[src/rtl/sck_serializer.sv]
`timescale 1ns/1ps
`default_nettype none
// +----------------------------------------------------------------------------+
// | sck_serializer                                                             |
// | Frames a WIDTH-bit word onto cs_n/sck_out/sdo, paced by a registered sck.  |
// | Revision: 1.0                                                              |
// +----------------------------------------------------------------------------+
module sck_serializer #(
    parameter int WIDTH     = 8,
    parameter int CS_GAP    = 1,
    parameter bit MSB_FIRST = 1'b1
) (
    input  logic             clk,
    input  logic             rst,
    input  logic             sck,
    input  logic [WIDTH-1:0] tx_data,
    input  logic             tx_valid,
    output logic             tx_ready,
    output logic             cs_n,
    output logic             sck_out,
    output logic             sdo,
    output logic             done
);

    localparam int c_BW = (WIDTH > 1) ? $clog2(WIDTH) : 1;
    localparam int c_GW = (CS_GAP > 0) ? $clog2(CS_GAP + 1) : 1;

    localparam logic [1:0] c_ST_IDLE  = 2'd0;
    localparam logic [1:0] c_ST_ARM   = 2'd1;
    localparam logic [1:0] c_ST_SHIFT = 2'd2;
    localparam logic [1:0] c_ST_GAP   = 2'd3;

    localparam logic [c_BW-1:0] c_BIT_LAST = c_BW'(WIDTH - 1);
    localparam logic [c_GW-1:0] c_GAP_LOAD = c_GW'(CS_GAP);
    localparam logic [c_GW-1:0] c_GAP_ONE  = c_GW'(1);

    logic [1:0]       r_state;
    logic             r_sck_d;
    logic [WIDTH-1:0] r_shreg;
    logic [c_BW-1:0]  r_bit_cnt;
    logic [c_GW-1:0]  r_gap_cnt;

    logic             w_fall;
    logic [WIDTH-1:0] w_shifted;
    logic             w_first_bit;
    logic             w_next_bit;

    // Only falling edges advance state; data therefore settles a half period before each rise.
    assign w_fall      = ~sck & r_sck_d;
    assign w_shifted   = MSB_FIRST ? (r_shreg << 1) : (r_shreg >> 1);
    assign w_first_bit = MSB_FIRST ? r_shreg[WIDTH-1] : r_shreg[0];
    assign w_next_bit  = MSB_FIRST ? w_shifted[WIDTH-1] : w_shifted[0];

    always_ff @(posedge clk) begin
        if (rst) begin
            r_state   <= c_ST_IDLE;
            r_sck_d   <= 1'b0;
            r_shreg   <= '0;
            r_bit_cnt <= '0;
            r_gap_cnt <= '0;
            tx_ready  <= 1'b1;
            cs_n      <= 1'b1;
            sck_out   <= 1'b0;
            sdo       <= 1'b0;
            done      <= 1'b0;
        end else begin
            r_sck_d <= sck;
            sck_out <= (r_state == c_ST_SHIFT) ? r_sck_d : 1'b0;
            done    <= 1'b0;
            case (r_state)
                c_ST_IDLE: begin
                    if (tx_valid && tx_ready) begin
                        r_shreg  <= tx_data;
                        tx_ready <= 1'b0;
                        r_state  <= c_ST_ARM;
                    end
                end
                c_ST_ARM: begin
                    if (w_fall) begin
                        cs_n      <= 1'b0;
                        sdo       <= w_first_bit;
                        r_bit_cnt <= c_BIT_LAST;
                        r_state   <= c_ST_SHIFT;
                    end
                end
                c_ST_SHIFT: begin
                    if (w_fall) begin
                        if (r_bit_cnt != '0) begin
                            r_shreg   <= w_shifted;
                            sdo       <= w_next_bit;
                            r_bit_cnt <= r_bit_cnt - 1'b1;
                        end else begin
                            cs_n <= 1'b1;
                            sdo  <= 1'b0;
                            done <= 1'b1;
                            if (CS_GAP == 0) begin
                                tx_ready <= 1'b1;
                                r_state  <= c_ST_IDLE;
                            end else begin
                                r_gap_cnt <= c_GAP_LOAD;
                                r_state   <= c_ST_GAP;
                            end
                        end
                    end
                end
                c_ST_GAP: begin
                    if (w_fall) begin
                        r_gap_cnt <= r_gap_cnt - 1'b1;
                        if (r_gap_cnt == c_GAP_ONE) begin
                            tx_ready <= 1'b1;
                            r_state  <= c_ST_IDLE;
                        end
                    end
                end
                default: begin
                    tx_ready <= 1'b1;
                    r_state  <= c_ST_IDLE;
                end
            endcase
        end
    end

endmodule
`default_nettype wire

[config.mk]
export PLATFORM = sky130hd
export DESIGN_NAME = sck_serializer
export DESIGN_NICKNAME = d
export VERILOG_FILES = /design/src/rtl/sck_serializer.sv
export SDC_FILE = /design/constraint.sdc
export NUM_CORES = 1
export LEC_CHECK = 0
export ABC_AREA = 1
export CORE_UTILIZATION = 30
export CTS_CLUSTER_DIAMETER = 80
export DETAILED_ROUTE_END_ITERATION = 16
export GPL_ROUTABILITY_DRIVEN = 0
export GPL_TIMING_DRIVEN = 0
export HOLD_SLACK_MARGIN = 0.1
export PLACE_DENSITY_LB_ADDON = 0.2
export SYNTH_ARGS = -nofsm -noshare
export SYNTH_HDL_FRONTEND = slang
export SYNTH_SLANG_ARGS = --single-unit
[constraint.sdc]
create_clock -name clk -period 1.7 [get_ports clk]
set_input_delay 0.17 -clock clk [delete_from_list [all_inputs] [get_ports clk]]
set_output_delay 0.17 -clock clk [all_outputs]
set_load 0.02 [all_outputs]
==> flow_metrics.py <==
metrics = {
    "placed_design": {
        "port-buffer-count": 16,
        "pre_cts_ws_ps": 123.4,
        "placed_cells": 204,
        "dp_hpwl_um": 1539,
    },
    "die": {
        "die_area_um2": 3796,
        "die_h_um": 61.61,
        "rows": 21,
        "coreArea_um2": 3363,
        "ios": 17,
        "start_util_pct": 31.70,
        "dieWidth_um": 61.61,
    },
    "synthesis": {
        "syn_area_um2": 1066,
        "avgSynthCellArea_um2": 7.507,
        "ys_types": 20,
        "yosys_warnings": 0,
        "ys_seq_area_share_pct": 37.56,
        "ys_ff_latch": 20,
        "syn_nets": 161,
        "netlist_instances": 142,
    },
    "clock_network": {
        "clk_path_buf_depth": 2,
        "clk_pin_slew_ps": 120,
        "tritoncts": "yes",
        "clock_latency_ps": 300,
        "cts.sinks": 20,
        "cts_resized": 0,
        "h-tree-depth": 1,
        "post_cts_buffers": 0,
        "cts-root-buf": "clkbuf_4",
        "holdBufCountCts": 0,
        "cts_buffers": 3,
    },
    "pwr": {
        "power_density_nw_per_um2": 1394,
        "cellLeakagePower_nw": 0.5900,
        "ir_drop_mv": 0.8031,
        "power_mw": 1.863,
    },
    "global_routing": {
        "antenna_found_initial": 0,
        "grt_pass1_wl_um": 3374,
        "first_global_vias": 793,
        "overflow": 0,
        "grt_usage_pct": 12.20,
        "grt_start_max_net_pins": 13,
    },
    "final_layout": {
        "fillerInstances": 384,
        "fin_nets": 182,
        "multiInputGateArea_um2": 533.0,
        "final_common_cell": "nand2_1",
        "areaGrowthSynthToFinish_pct": 25.35,
        "final_cell_mix": "nand2_1 (23), inv_1 (22), dfxtp_1 (20)",
        "seqCellArea_um2": 400.4,
        "diodes": 0,
        "finalNonFillerCells": 208,
        "drive_above_1_share_pct": 11.73,
    },
    "timing": {
        "slew_headroom_pct": 82.96,
        "fmax_mhz": 631.8,
        "grt_setup_unrepaired": "false",
        "finalSetupTns_ps": 0,
        "layout_setup_ws_ps": 117.3,
        "finalHoldViolCount": 0,
        "period_share_pct": 93.10,
        "skew_ps": 14.98,
        "slew_viol_final": 0,
        "worstMarginPinSlew_ps": 253.9,
        "finalSetupViolCount": 0,
        "min_period_ps": 1583,
    },
    "routing": {
        "initialDrtViolationCount": 60,
        "viasPerCell": 4.452,
        "postRouteAntennaNets": 0,
        "drt-total-wl_um": 2002,
        "via_count": 926,
        "dr.pass1.iters": 4,
        "wire_per_inst_um": 9.625,
        "drc": 0,
    },
    "worst_hold_path": {
        "min_path_type": "input pin to register",
    },
    "critical_path": {
        "cp-startpoint": "r_state[0]",
        "endpoint": "r_shreg[2]",
        "arrival_ps": 1780,
        "critical_path_required_ps": 1900,
        "rrSetupSlack_ps": 120,
        "crit_fanout": 10,
        "r2r-end": "r_shreg[2]",
        "endpoint_kind": "register",
        "timing.rr.start": "r_state[0]",
        "critical_path_class": "register to register",
        "critPathLaunchType": "register",
        "ff2ff_path_depth": 10,
    },
    "run": {
        "max_cap_viol_count": 0,
    },
    "status": {
        "status": "completed",
    },
}
[cell families after synthesis]
logic type	count (synthesis)	share of synthesized area, %
compound gates	34	17.61
fa+ha+maj	7	8.216
buf+inv	27	12.44
flops	20	37.56
simple gates	54	24.18
[power by group]
group	total (mW)	switching [mW]	internal (mW)
clock network	0.386	0.148	0.238
registers	0.625	0.0503	0.575
logic	0.852	0.503	0.349
total	1.86	0.701	1.16
[cell usage after synthesis (all sizes together)]
library cell  number  area, um^2
o21ai             21       112.6
inv               23       93.84
nand2             27       126.4
dfxtp             20       400.4
nand4              2       12.51
buf                4       38.78
a22oi              1       7.510
a21oi             12       67.57
nand3              8       52.55
nor2              17       66.32
ha                 7       87.58
[through the flow]
stage | area (um^2) | utilization [%] | hold slack, ps
after global routing | 1336 | 39.73 | 444.9
after CTS | 1336 | 39.73 | 420.6
final | 1336 | 39.73 | 423.2
after detailed placement | 1284 | 38.17 | 441.8
after floorplan | 1066 | - | 241.6
after global placement | 1284 | 38.17 | 431.6
[worst max-delay path, cell delays in order, from the launching register on]
cell and delay [ps]:
dfxtp_1 410, inv_1 100, ha_1 210, buf_6 160, inv_8 80, nand2_4 50
nand2_4 70, nand3_4 90, buf_6 160, o21ai_2 120, a21oi_2 40
[worst min path at each step]
stage / startpoint / to / slack (ps) / cells after the start
after floorplan: rst / sck_out / 240 / 1
after global placement: r_shreg[3] / r_shreg[3] / 430 / 2
after detailed placement: r_shreg[3] / r_shreg[3] / 440 / 2
after CTS: sck / r_sck_d / 420 / 3
after global routing: sck / r_sck_d / 440 / 3
final: sck / r_sck_d / 420 / 3
[registers in the layout, summed over array words and instances (netlist names)]
signal and count:
r_bit_cnt 3, r_gap_cnt 1, sdo 1, tx_ready 1
r_sck_d 1, r_shreg 8, r_state 2, cs_n 1
sck_out 1, done 1
[layout make-up]
type	instances	share of cell area [%]
Sequential cell	20	29.96
Tap cell	46	4.307
Timing Repair Buffer	16	11.99
Multi-Input combinational cell	95	39.89
Clock inverter	1	2.247
Inverter	23	7.022
Clock buffer	3	1.685
Buffer	4	2.903
[metal layers]
metal  vias up  track usage, %  part of all wire (%)
met4         0           2.857                  0.80
met2        22           19.51                    43
met5         -               0                     0
li1        489               -                     -
met1       413           15.69                    50
met3         2           4.412                   5.6
Note: power is estimated with default switching activity, not from simulation.
